File: src/rtl/wb_regfile_sb.sv
// Write-back register file with per-register in-flight scoreboard and ID stall.
// Optional same-cycle write-back bypass is enabled by defining WB_BYPASS_EN.
module wb_regfile_sb #(
    parameter int DSIZE = 16,
    parameter int ASIZE = 4,
    parameter int CNTW  = 2
) (
    input  logic             clk,
    input  logic             rst,
    input  logic             wen,
    input  logic [ASIZE-1:0] waddr,
    input  logic [DSIZE-1:0] wdata,
    input  logic             issue_valid,
    input  logic [ASIZE-1:0] issue_waddr,
    input  logic [ASIZE-1:0] raddrA,
    input  logic [ASIZE-1:0] raddrB,
    output logic [DSIZE-1:0] rdataA,
    output logic [DSIZE-1:0] rdataB,
    output logic             stall,
    output logic             wb_err
);

    localparam int              NREG    = 1 << ASIZE;
    localparam logic [CNTW-1:0] CNT_MAX = '1;
    localparam logic [CNTW-1:0] CNT_ONE = CNTW'(1);

    logic [DSIZE-1:0] r_regs [NREG];
    logic [CNTW-1:0]  r_cnt  [NREG];
    logic             r_wb_err;

    logic             w_fwd_a;
    logic             w_fwd_b;
    logic             w_pend_a;
    logic             w_pend_b;
    logic             w_full;
    logic             w_stall;
    logic [NREG-1:0]  w_inc;
    logic [NREG-1:0]  w_dec;

`ifdef WB_BYPASS_EN
    // Forward only the last pending write so a younger in-flight result is never skipped.
    assign w_fwd_a = wen && (waddr == raddrA) && (raddrA != '0) && (r_cnt[raddrA] == CNT_ONE);
    assign w_fwd_b = wen && (waddr == raddrB) && (raddrB != '0) && (r_cnt[raddrB] == CNT_ONE);
`else
    assign w_fwd_a = 1'b0;
    assign w_fwd_b = 1'b0;
`endif

    assign w_pend_a = (raddrA != '0) && (r_cnt[raddrA] != '0) && !w_fwd_a;
    assign w_pend_b = (raddrB != '0) && (r_cnt[raddrB] != '0) && !w_fwd_b;

    // A write-back retiring the same register frees the slot the issue needs.
    assign w_full   = issue_valid && (issue_waddr != '0) && (r_cnt[issue_waddr] == CNT_MAX)
                      && !(wen && (waddr == issue_waddr));

    assign w_stall  = w_pend_a || w_pend_b || w_full;

    assign rdataA   = (raddrA == '0) ? '0 : (w_fwd_a ? wdata : r_regs[raddrA]);
    assign rdataB   = (raddrB == '0) ? '0 : (w_fwd_b ? wdata : r_regs[raddrB]);
    assign stall    = w_stall;
    assign wb_err   = r_wb_err;

    // NOTE: every signal written here gets a default first, so no latch is inferred.
    always_comb begin
        w_inc = '0;
        w_dec = '0;
        for (int i = 1; i < NREG; i++) begin
            w_inc[i] = issue_valid && !w_stall && (issue_waddr == ASIZE'(i));
            w_dec[i] = wen && (waddr == ASIZE'(i));
        end
    end

    // NOTE: the array is reset explicitly because reads after reset must return zero,
    // which rules out an un-reset RAM macro for this storage.
    always_ff @(posedge clk or negedge rst) begin
        if (!rst) begin
            for (int i = 0; i < NREG; i++) begin
                r_regs[i] <= '0;
                r_cnt[i]  <= '0;
            end
            r_wb_err <= 1'b0;
        end else begin
            // NOTE: non-blocking assignments keep every register sampling pre-edge values.
            if (wen && (waddr != '0)) begin
                r_regs[waddr] <= wdata;
            end
            for (int i = 1; i < NREG; i++) begin
                unique case ({w_inc[i], w_dec[i]})
                    2'b10: r_cnt[i] <= r_cnt[i] + CNT_ONE;
                    2'b01: begin
                        if (r_cnt[i] == '0) begin
                            r_wb_err <= 1'b1;
                        end else begin
                            r_cnt[i] <= r_cnt[i] - CNT_ONE;
                        end
                    end
                    default: ;
                endcase
            end
        end
    end

endmodule
File: config.mk
export PLATFORM = sky130hd
export DESIGN_NAME = wb_regfile_sb
export DESIGN_NICKNAME = d
export VERILOG_FILES = /design/src/rtl/wb_regfile_sb.sv
export SDC_FILE = /design/constraint.sdc
export NUM_CORES = 1
export LEC_CHECK = 0
export ABC_AREA = 1
export BUFFER_PORTS_ARGS = -buffer_cell sky130_fd_sc_hd__buf_2
export CORE_MARGIN = 4
export CORE_UTILIZATION = 50
export DETAILED_ROUTE_END_ITERATION = 10
export PLACE_DENSITY = 0.69
export SYNTH_ARGS = -nofsm -noshare
export SYNTH_HDL_FRONTEND = slang
export SYNTH_SLANG_ARGS = --single-unit
File: constraint.sdc
create_clock -name clk -period 1.65 [get_ports clk]
set_input_delay 0.165 -clock clk [delete_from_list [all_inputs] [get_ports clk]]
set_output_delay 0.165 -clock clk [all_outputs]
set_load 0.02 [all_outputs]
* Yosys cells after proc, flatten, opt, wreduce, memory -nomap -nowiden
Index checks and enable logic that the tools add are counted.
** Storage, ports and cells
- Register bits :: 287
- Input port bits :: 36
- Logic and storage cells :: 324
- Output and inout bits :: 34
** Operators by class
- Equal/unequal tests :: 77
- Add/sub/neg operators :: 30
- Bitwise logic cells :: 4
- Mux-type cells :: 80
- Magnitude comparators :: 5
- Reductions and logical operators :: 96
** Operators with widths (number)
- 256-bit bitwise mux :: 1
- 16-bit binary-select mux with 4-bit select :: 2
- 16-bit two-way mux :: 7
- 16-bit demux with 4-bit select :: 1
- 4-bit == test, second input constant :: 16
- 2-bit one-hot mux with 2 select lines :: 15
- 2-bit two-way mux :: 21
- 1-bit logical AND :: 39
- 2-bit nonzero test :: 17
- 2-bit == test, second input constant :: 16
- 4-bit by 3-bit == test with 1-bit output, second input constant :: 8
- 2-bit by 1-bit adder with 2-bit output, second input constant :: 15
- 2-bit by 1-bit == test with 1-bit output, second input constant :: 15
- 2-bit zero test :: 15
- 1-bit two-way mux :: 30
- 2-bit != test, second input constant :: 15
- 2-bit AND reduction :: 15
- 2-bit by 1-bit subtractor with 2-bit output, second input constant :: 15
- 2-bit binary-select mux with 4-bit select :: 3
- 5-bit greater-or-equal comparator, second input constant :: 4
- 4-bit inverter with 5-bit output :: 4
- 4-bit by 2-bit == test with 1-bit output, second input constant :: 4
- 4-bit nonzero test :: 4
- 4-bit by 1-bit == test with 1-bit output, second input constant :: 2
- other kinds (5) :: 8

* Depth between registers and ports, before layout
Gate-level depths: netlist of run 1.
- Depth after elaboration :: 41
- Depth in mapped cells :: 19
- Depth with buffers taken out :: 17

* Least setup slack after synthesis of run 1
Ideal clock, no wire load.
- Path kind :: reg-to-reg
- Start point :: reg r_cnt[20] (netlist name)
- End point :: reg r_cnt[0] (netlist name)
- Stages on the path, launching flop included :: 14
- Path slack :: -0.197 ns
- Required time :: 1.571 ns
- Buffers on the path :: 0
- Period minus slack after synthesis :: 1.847 ns
- Library setup time :: 0.079 ns
- Data arrival time :: 1.768 ns
- Path through :: dfrtp_1 -> nor2_1 -> nor2_1 -> nor2_1 -> nand2_1 -> a21oi_1 -> nor2_1 -> nor2_4 -> and2_4 -> inv_2 -> nor2_4 -> nand3_1 -> nand2_1 -> xor2_1
** On the way
- Longest elaborated chain between the ends :: 13
- Elaborated cells on any way between the ends :: 27
- Classes of those cells :: eq/ne (4); mux (10); reduce/logical (13)
** RTL lines
- start, declared :: line 28 : logic [CNTW-1:0] r_cnt [NREG];
- start signal, assigned by index :: line 89 : 2'b10: r_cnt[i] <= r_cnt[i] + CNT_ONE;
- start signal, assigned by index :: line 94 : r_cnt[i] <= r_cnt[i] - CNT_ONE;
- 2-bit binary-select mux with 4-bit select, on equally long branches :: line 53, 49, 50
- 2-bit two-way mux, on equally long branches (2 in a row) :: line 53, 49, 50
- 2-bit == test (tied with other cells) :: line 53 : assign w_full = issue_valid && (issue_waddr != '0) && (r_cnt[issue_waddr] == CNT_MAX)
- 1-bit logical AND, on equally long branches :: line 53, 49, 50
- 1-bit logical AND / 1-bit logical OR (equally long branches) :: line 54, 56
- 1-bit logical OR (*) :: line 56 : assign w_stall = w_pend_a || w_pend_b || w_full;
- via stall :: line 19 : output logic stall,
- 1-bit zero test (*) :: line 68 : w_inc[i] = issue_valid && !w_stall && (issue_waddr == ASIZE'(i));
- 1-bit logical AND (*) (2 in a row) :: line 68
- 2-bit by 1-bit == test with 1-bit output / 2-bit == test (equally long branches) :: line 88 : unique case ({w_inc[i], w_dec[i]})
- 2-bit != test (no line) / 2-bit nonzero test (equally long branches)
- 2-bit AND reduction (no line)
The timed path passes the listed nets; every way through them passes the cells marked *. The select of a mux whose other input is x is not followed.
A chain may end at the register's enable or synchronous reset.

* Worst setup path in the final report of run 1
- Start point :: reg r_cnt[6] (netlist name)
- End point :: out stall
** On the way
- Longest elaborated chain between the ends :: 7
- Elaborated cells on any way between the ends :: 18
- Classes of those cells :: eq/ne (1); mux (9); reduce/logical (8)
** RTL lines (line)
- 2-bit binary-select mux with 4-bit select, on equally long branches :: 53, 49, 50
- 2-bit two-way mux, on equally long branches (2 in a row) :: 53, 49, 50
- 2-bit == test (tied with other cells) :: 53
- 1-bit logical AND, on equally long branches :: 53, 49, 50
- 1-bit logical AND / 1-bit logical OR (equally long branches) :: 54, 56
- 1-bit logical OR (*) :: 56
- end, declared :: 19
Every way passes the cells marked *; elsewhere a longest branch is shown, timed or not. The select of a mux whose other input is x is not followed.

==> reports/results.ini, run 1 <==
[timing]
tns_ns = -27.44
worst_hold_slack_ns = -0.00206
fmax_mhz = 426
rsz0062_at_grt = yes
finalSetupViolCount = 64
skew_ns = 0.0169
min_period_over_period_pct = 142
drv_slew = 0
relSlewSlack_pct = 64.4
worst_slew_pin_slew_ns = 0.533
setup_ws_ns = -0.695
min_period_ns = 2.34
hold_violations = 1

[logic_synthesis]
synth_area_leader_cell = dfrtp_1
synth_cells = 2132
avgSynthCellArea_um2 = 7.45
synth-compound-area-share_pct = 26.4
synthXorXnorAreaFrac_pct = 0.827
muxShareOfSynthArea_pct = 0
synth.distinct_cells = 37
syn_area_um2 = 15900
synth_ff_type = dfrtp_1
ys_seq_area_share_pct = 45.1
synth_top_area_share_pct = 45.1
synth_area_leaders = dfrtp_1 45%, o21ai_0 12%, nand2_1 11%
yosysWarnings = 2
synth_fa_ha_area_share_pct = 0
synth_common_cells = 462 x nand2_1, 380 x o21ai_0, 286 x dfrtp_1
ys_ff_latch = 286
synth_top_family_by_area = compound AO/OA/AOI/OAI gates
syn-num-nets = 2168
yosysMostFrequentCell = nand2_1
synth-simple-area-share_pct = 16.9
synth_edf_count = 0
synthArstFlopShare_pct = 100

[pwr]
p_leak_nw = 9.46
power.total_mw = 25.4
p_sw_share_pct = 34.0
pwr-share-seq_pct = 37.5
p_int_mw = 16.8
ir_worst_vdd_mv = 0.945
p_per_area_nw_per_um2 = 1220
combPwrFrac_pct = 31.5
power_switching_mw = 8.65
pwr-share-clk_pct = 31.0

[outcome]
violations = hold timing, setup timing
status = finished, violations left

[hold_path]
hold_depth = 3
min_from = wdata[1]
holdPathEnd = r_regs[129]$_DFFE_PN0P_
worst_hold_path_type = input port to flip-flop

[finish]
syn_to_final_growth_pct = 31.3
postLayoutCoreUtil_pct = 66.3
layout-drive-gt1-share_pct = 26.5
nets = 2383

[setup_path]
r2r_end = r_cnt[2]$_DFFE_PN0P_
reg2reg_depth = 16
cp-start-kind = flip-flop
worstPathRequired_ns = 1.48
arrival_ns = 2.18
cp-end-kind = output port
critPathKind = flip-flop to output port
r2r-start = r_cnt[6]$_DFFE_PN0P_
path_max_fanout = 3
r2r_setup_slack_ns = -0.69

[die]
core_um2 = 31500
io_pins = 70
initial_core_util_pct = 50.5
die_area_um2 = 34700
die_h_um = 186
die_w_um = 186
rows = 65

[routing]
wl_per_cell_um = 22.4
routed_wirelength_um = 62200
vias_per_cell = 6.25
dr.first_iter.drc_count = 2402
dr.pass1.iters = 6
remaining_drc_errors = 0
ant_nets = 0
vias = 17300

[placement]
place_congestion = 0.977
post-place-ws_ns = -0.560
dp_hpwl_um = 40500
port_buffers = 69

[clocking]
cts_sinks = 286
cts_tree = done
ctsLongestPathBuffers = 3
clock_latency_ns = 0.53
cts_root_buf = clkbuf_16
htree_levels = 2
cts_buffers = 34
clk_pin_slew_worst_paths_ns = 0.06

[global_route]
grt_max_degree = 65
first_global_vias = 16600
overflow = 0
track_usage_pct = 35.5
antenna_found_initial = 2
grt_pass1_wl_um = 95200

[job]
maxCapViolCount = 0

per-stage QoR:
stage,instances,instance area (um^2)
floorplan,2132,16100
global placement,2661,18300
detailed placement,2661,18300
CTS,2753,20400
global route,2774,20900
finish,2774,20900
how the worst max path moves through the flow:
stage / startpoint / endpoint / depth (start not counted)
2_1_floorplan: r_cnt[24]$_DFFE_PN0P_ / r_cnt[0]$_DFFE_PN0P_ / 13
3_3_place_gp: raddrB[0] / wb_err$_DFF_PN0_ / 16
3_5_place_dp: issue_waddr[0] / r_cnt[24]$_DFFE_PN0P_ / 16
4_1_cts: r_cnt[7]$_DFFE_PN0P_ / stall / 15
5_1_grt: r_cnt[22]$_DFFE_PN0P_ / stall / 13
6_report: r_cnt[6]$_DFFE_PN0P_ / stall / 12
layout by cell type (no fill, tap or decap), types with 4 or more instances in the layout:
| master | instances |
|---|---|
| dlygate4sd3_1 | 4 |
| nor2_4 | 10 |
| nand2_1 | 448 |
| xor2_1 | 13 |
| a21oi_1 | 104 |
| inv_1 | 227 |
| nand3_1 | 57 |
| buf_12 | 26 |
| o21ai_1 | 63 |
| o21ai_2 | 17 |
| nand4_1 | 20 |
| buf_6 | 41 |
| nand2_2 | 15 |
| a31oi_2 | 6 |
| a31oi_4 | 8 |
| o221ai_2 | 14 |
| a31oi_1 | 5 |
| nor2_1 | 62 |
| buf_2 | 34 |
| clkinv_2 | 4 |
| a221oi_2 | 8 |
| clkbuf_8 | 11 |
| clkbuf_1 | 5 |
| inv_2 | 48 |
| clkbuf_16 | 34 |
| a22oi_1 | 10 |
| dfrtp_1 | 286 |
| buf_4 | 233 |
| o21ai_0 | 311 |
| nor2_2 | 18 |
| o2111ai_1 | 9 |
| o221ai_1 | 77 |
| o211ai_1 | 27 |
| inv_4 | 4 |
| nand3_2 | 14 |
| a21oi_2 | 54 |
critical path, stage by stage (launching register included):
cell and delay (ns):
dfrtp_1 0.39, buf_4 0.13, inv_1 0.08, nand2_2 0.10
a21oi_2 0.14, nand3_1 0.09, nand3_1 0.10, nor2_2 0.05
nor2_4 0.13, and2_4 0.18, inv_4 0.03, buf_6 0.11
buf_6 0.12
layer usage:
layer / vias to the layer above / track usage [%] / share of wire, %
met5: - / 0 / 0
met2: 1205 / 54.7 / 45
li1: 7609 / - / -
met1: 8267 / 48.0 / 39
met4: 0 / 16.5 / 5.3
met3: 246 / 7.95 / 11
kinds of logic after synthesis:
kind of cell    Yosys count
compound gates          727
buf+inv                 446
flops                   286
simple gates            658
xor+xnor                 15
final cells by class:
| type | instances | area, um^2 |
|---|---|---|
| Timing Repair Buffer | 344 | 3070 |
| Inverter | 281 | 1070 |
| Antenna cell | 2 | 5.00 |
| Clock inverter | 9 | 153 |
| Multi-Input combinational cell | 1400 | 7890 |
| Sequential cell | 286 | 7160 |
| Tap cell | 402 | 503 |
| Clock buffer | 50 | 1020 |
| Fill cell | 2578 | 10600 |
power by group through the flow:
stage / clock network, mW / logic (mW) / registers (mW)
after floorplan: 0 / 3.81 / 9.38
after global routing: 8.24 / 8.72 / 9.68
after global placement: 0 / 6.48 / 9.44
after CTS: 7.93 / 7.44 / 9.46
final: 7.90 / 8.00 / 9.54
after detailed placement: 0 / 6.66 / 9.50
flip-flops by register name, indices dropped and copies added (netlist names):
register / cells
r_cnt: 30
r_regs: 255
wb_err: 1
repair_timing:
action | CTS | global route
hold endpoints to repair | 296 | 0
hold buffers | 4 | 0
endpoints found under the setup margin | 64 | 64
gates resized for setup | 237 | 97
buffers inserted | 27 | 23
gates cloned | 3 | 0
pin swaps | 132 | 108
Note: power is estimated with default switching activity, not from simulation.
==> run 2, diff against run 1 <==
--- a/config.mk
+++ b/config.mk
@@ -7,6 +7,7 @@
 export LEC_CHECK = 0
 export ABC_AREA = 1
 export BUFFER_PORTS_ARGS = -buffer_cell sky130_fd_sc_hd__buf_2
+export CORE_ASPECT_RATIO = 0.8
 export CORE_MARGIN = 4
 export CORE_UTILIZATION = 50
 export DETAILED_ROUTE_END_ITERATION = 10
==> reports/results.ini, run 2 (same netlist as run 1, synthesis figures left out) <==
[outcome]
status = finished, violations left
violations = setup timing

[timing]
min_period_over_period_pct = 142
tns_ns = -26.19
min_period_ns = 2.34
setup_ws_ns = -0.690
fmax_mhz = 427
rsz0062_at_grt = yes
worst_hold_slack_ns = 0.0402
finalSetupViolCount = 64
skew_ns = 0.00619
relSlewSlack_pct = 63.7
worst_slew_pin_slew_ns = 0.545
hold_violations = 0
drv_slew = 0

[routing]
remaining_drc_errors = 0
ant_nets = 0
routed_wirelength_um = 61600
vias = 17100
vias_per_cell = 6.08
wl_per_cell_um = 22.0
dr.pass1.iters = 6
dr.first_iter.drc_count = 2338

[clocking]
cts_tree = done
cts_sinks = 286
cts_buffers = 31
cts_root_buf = clkbuf_16
clk_pin_slew_worst_paths_ns = 0.06
htree_levels = 1
clock_latency_ns = 0.59
ctsLongestPathBuffers = 3

[setup_path]
path_cells = buf_4, nor2_4, nand2_1, nand3_1, nand3_2, nand3_2, nor2_4, nor2_4, and2_4, inv_4, buf_6, buf_6
cp_num_cells = 12
slowest_stage = dfrtp_1
cp-start-kind = flip-flop
critPathTopFamily = simple AND/OR/NAND/NOR gates
cp_slowest_stage_delay_ns = 0.38
critPathKind = flip-flop to output port
crit_buf_inv = 4
path_common_cell = nor2_4
arrival_ns = 2.18
reg2reg_depth = 15
cp-end-kind = output port
worstPathRequired_ns = 1.48
path_max_fanout = 3

[finish]
largest_register = r_regs
syn_to_final_growth_pct = 31.1
nets = 2396
layout-drive-gt1-share_pct = 25.9
largest_reg_flops = 255
final_common_cell = nand2_1
final_cell_mix = 450 x nand2_1, 316 x o21ai_0, 281 x dfrtp_1

[global_route]
track_usage_pct = 34.3
antenna_found_initial = 1
first_global_vias = 16200
grt_max_degree = 79
overflow = 0
grt_pass1_wl_um = 94600

[hold_path]
worst_hold_path_type = input port to asynchronous set/reset pin

[placement]
place_congestion = 0.956
port_buffers = 69
dp_hpwl_um = 40900

[die]
rows = 58
die_h_um = 167
die_w_um = 207
initial_core_util_pct = 50.7
die_area_um2 = 34700
core_um2 = 31400
io_pins = 70

[pwr]
power.total_mw = 24.8
p_leak_nw = 9.43
ir_worst_vdd_mv = 0.881
p_per_area_nw_per_um2 = 1190

[job]
maxCapViolCount = 0

run 2: cell count changes in the layout (fill, tap and decap cells not counted), moves of 6 or more:
cell / change
buf_6: -10
nor2_1: -6
buf_12: +6
buf_4: +10
clkbuf_8: -8
dlygate4sd3_1: +13
run 2: area by class of cell:
type	count	area [um^2]
fillers	2612	10500
multi-input cells	1400	7840
flip-flops and latches	286	7160
repair buffers	360	3180
inverters	281	1060
clock buffers	43	851
well taps	420	526
clock inverters	11	195
diodes	2	5.00
run 2: report_power, final:
part | total [mW] | internal (mW) | switching (mW) | leakage (nW)
Clock | 7.32 | 4.37 | 2.96 | 0.514
Sequential | 9.60 | 8.63 | 0.969 | 3.52
Combinational | 7.88 | 3.36 | 4.53 | 5.39
run 2: metrics by stage:
stage	cell area, um^2	std cells	utilization (%)	setup slack, ns
5_1_grt	20800	2802	66.4	-0.765
6_report	20800	2803	66.4	-0.690
2_1_floorplan	16100	2132	-	-0.138
4_1_cts	20300	2785	64.9	-0.782
3_3_place_gp	18500	2689	59.0	-0.544
3_5_place_dp	18500	2689	59.0	-0.603
run 2: repair_timing:
item                       4_1_cts  5_1_grt
pin swaps                       77      103
hold buffers                    17        0
hold endpoints to repair       444        0
gates resized for setup        189      119
setup endpoints to repair       64       64
buffers inserted                25       18
run 2: path summary, 6_finish.rpt:
kind	start	to	slack, ns
worst max-delay path	r_cnt[11]$_DFFE_PN0P_	stall	-0.69
worst max register to register	r_cnt[23]$_DFFE_PN0P_	r_cnt[22]$_DFFE_PN0P_	-0.59
min in group clk	waddr[0]	r_regs[222]$_DFFE_PN0P_	0.18
worst min register to register	r_regs[240]$_DFFE_PN0P_	r_regs[240]$_DFFE_PN0P_	0.38
max in group asynchronous	rst	r_regs[199]$_DFFE_PN0P_	0.90
worst min-delay path	rst	r_regs[193]$_DFFE_PN0P_	0.04
run 2: routing by layer:
metal	vias to the layer above	global-route usage [%]	wire (um)
li1	7634	-	-
met1	8086	49.4	25200
met2	1123	50.6	26300
met3	212	8.58	7280
met4	0	12.6	2820
met5	-	0	0
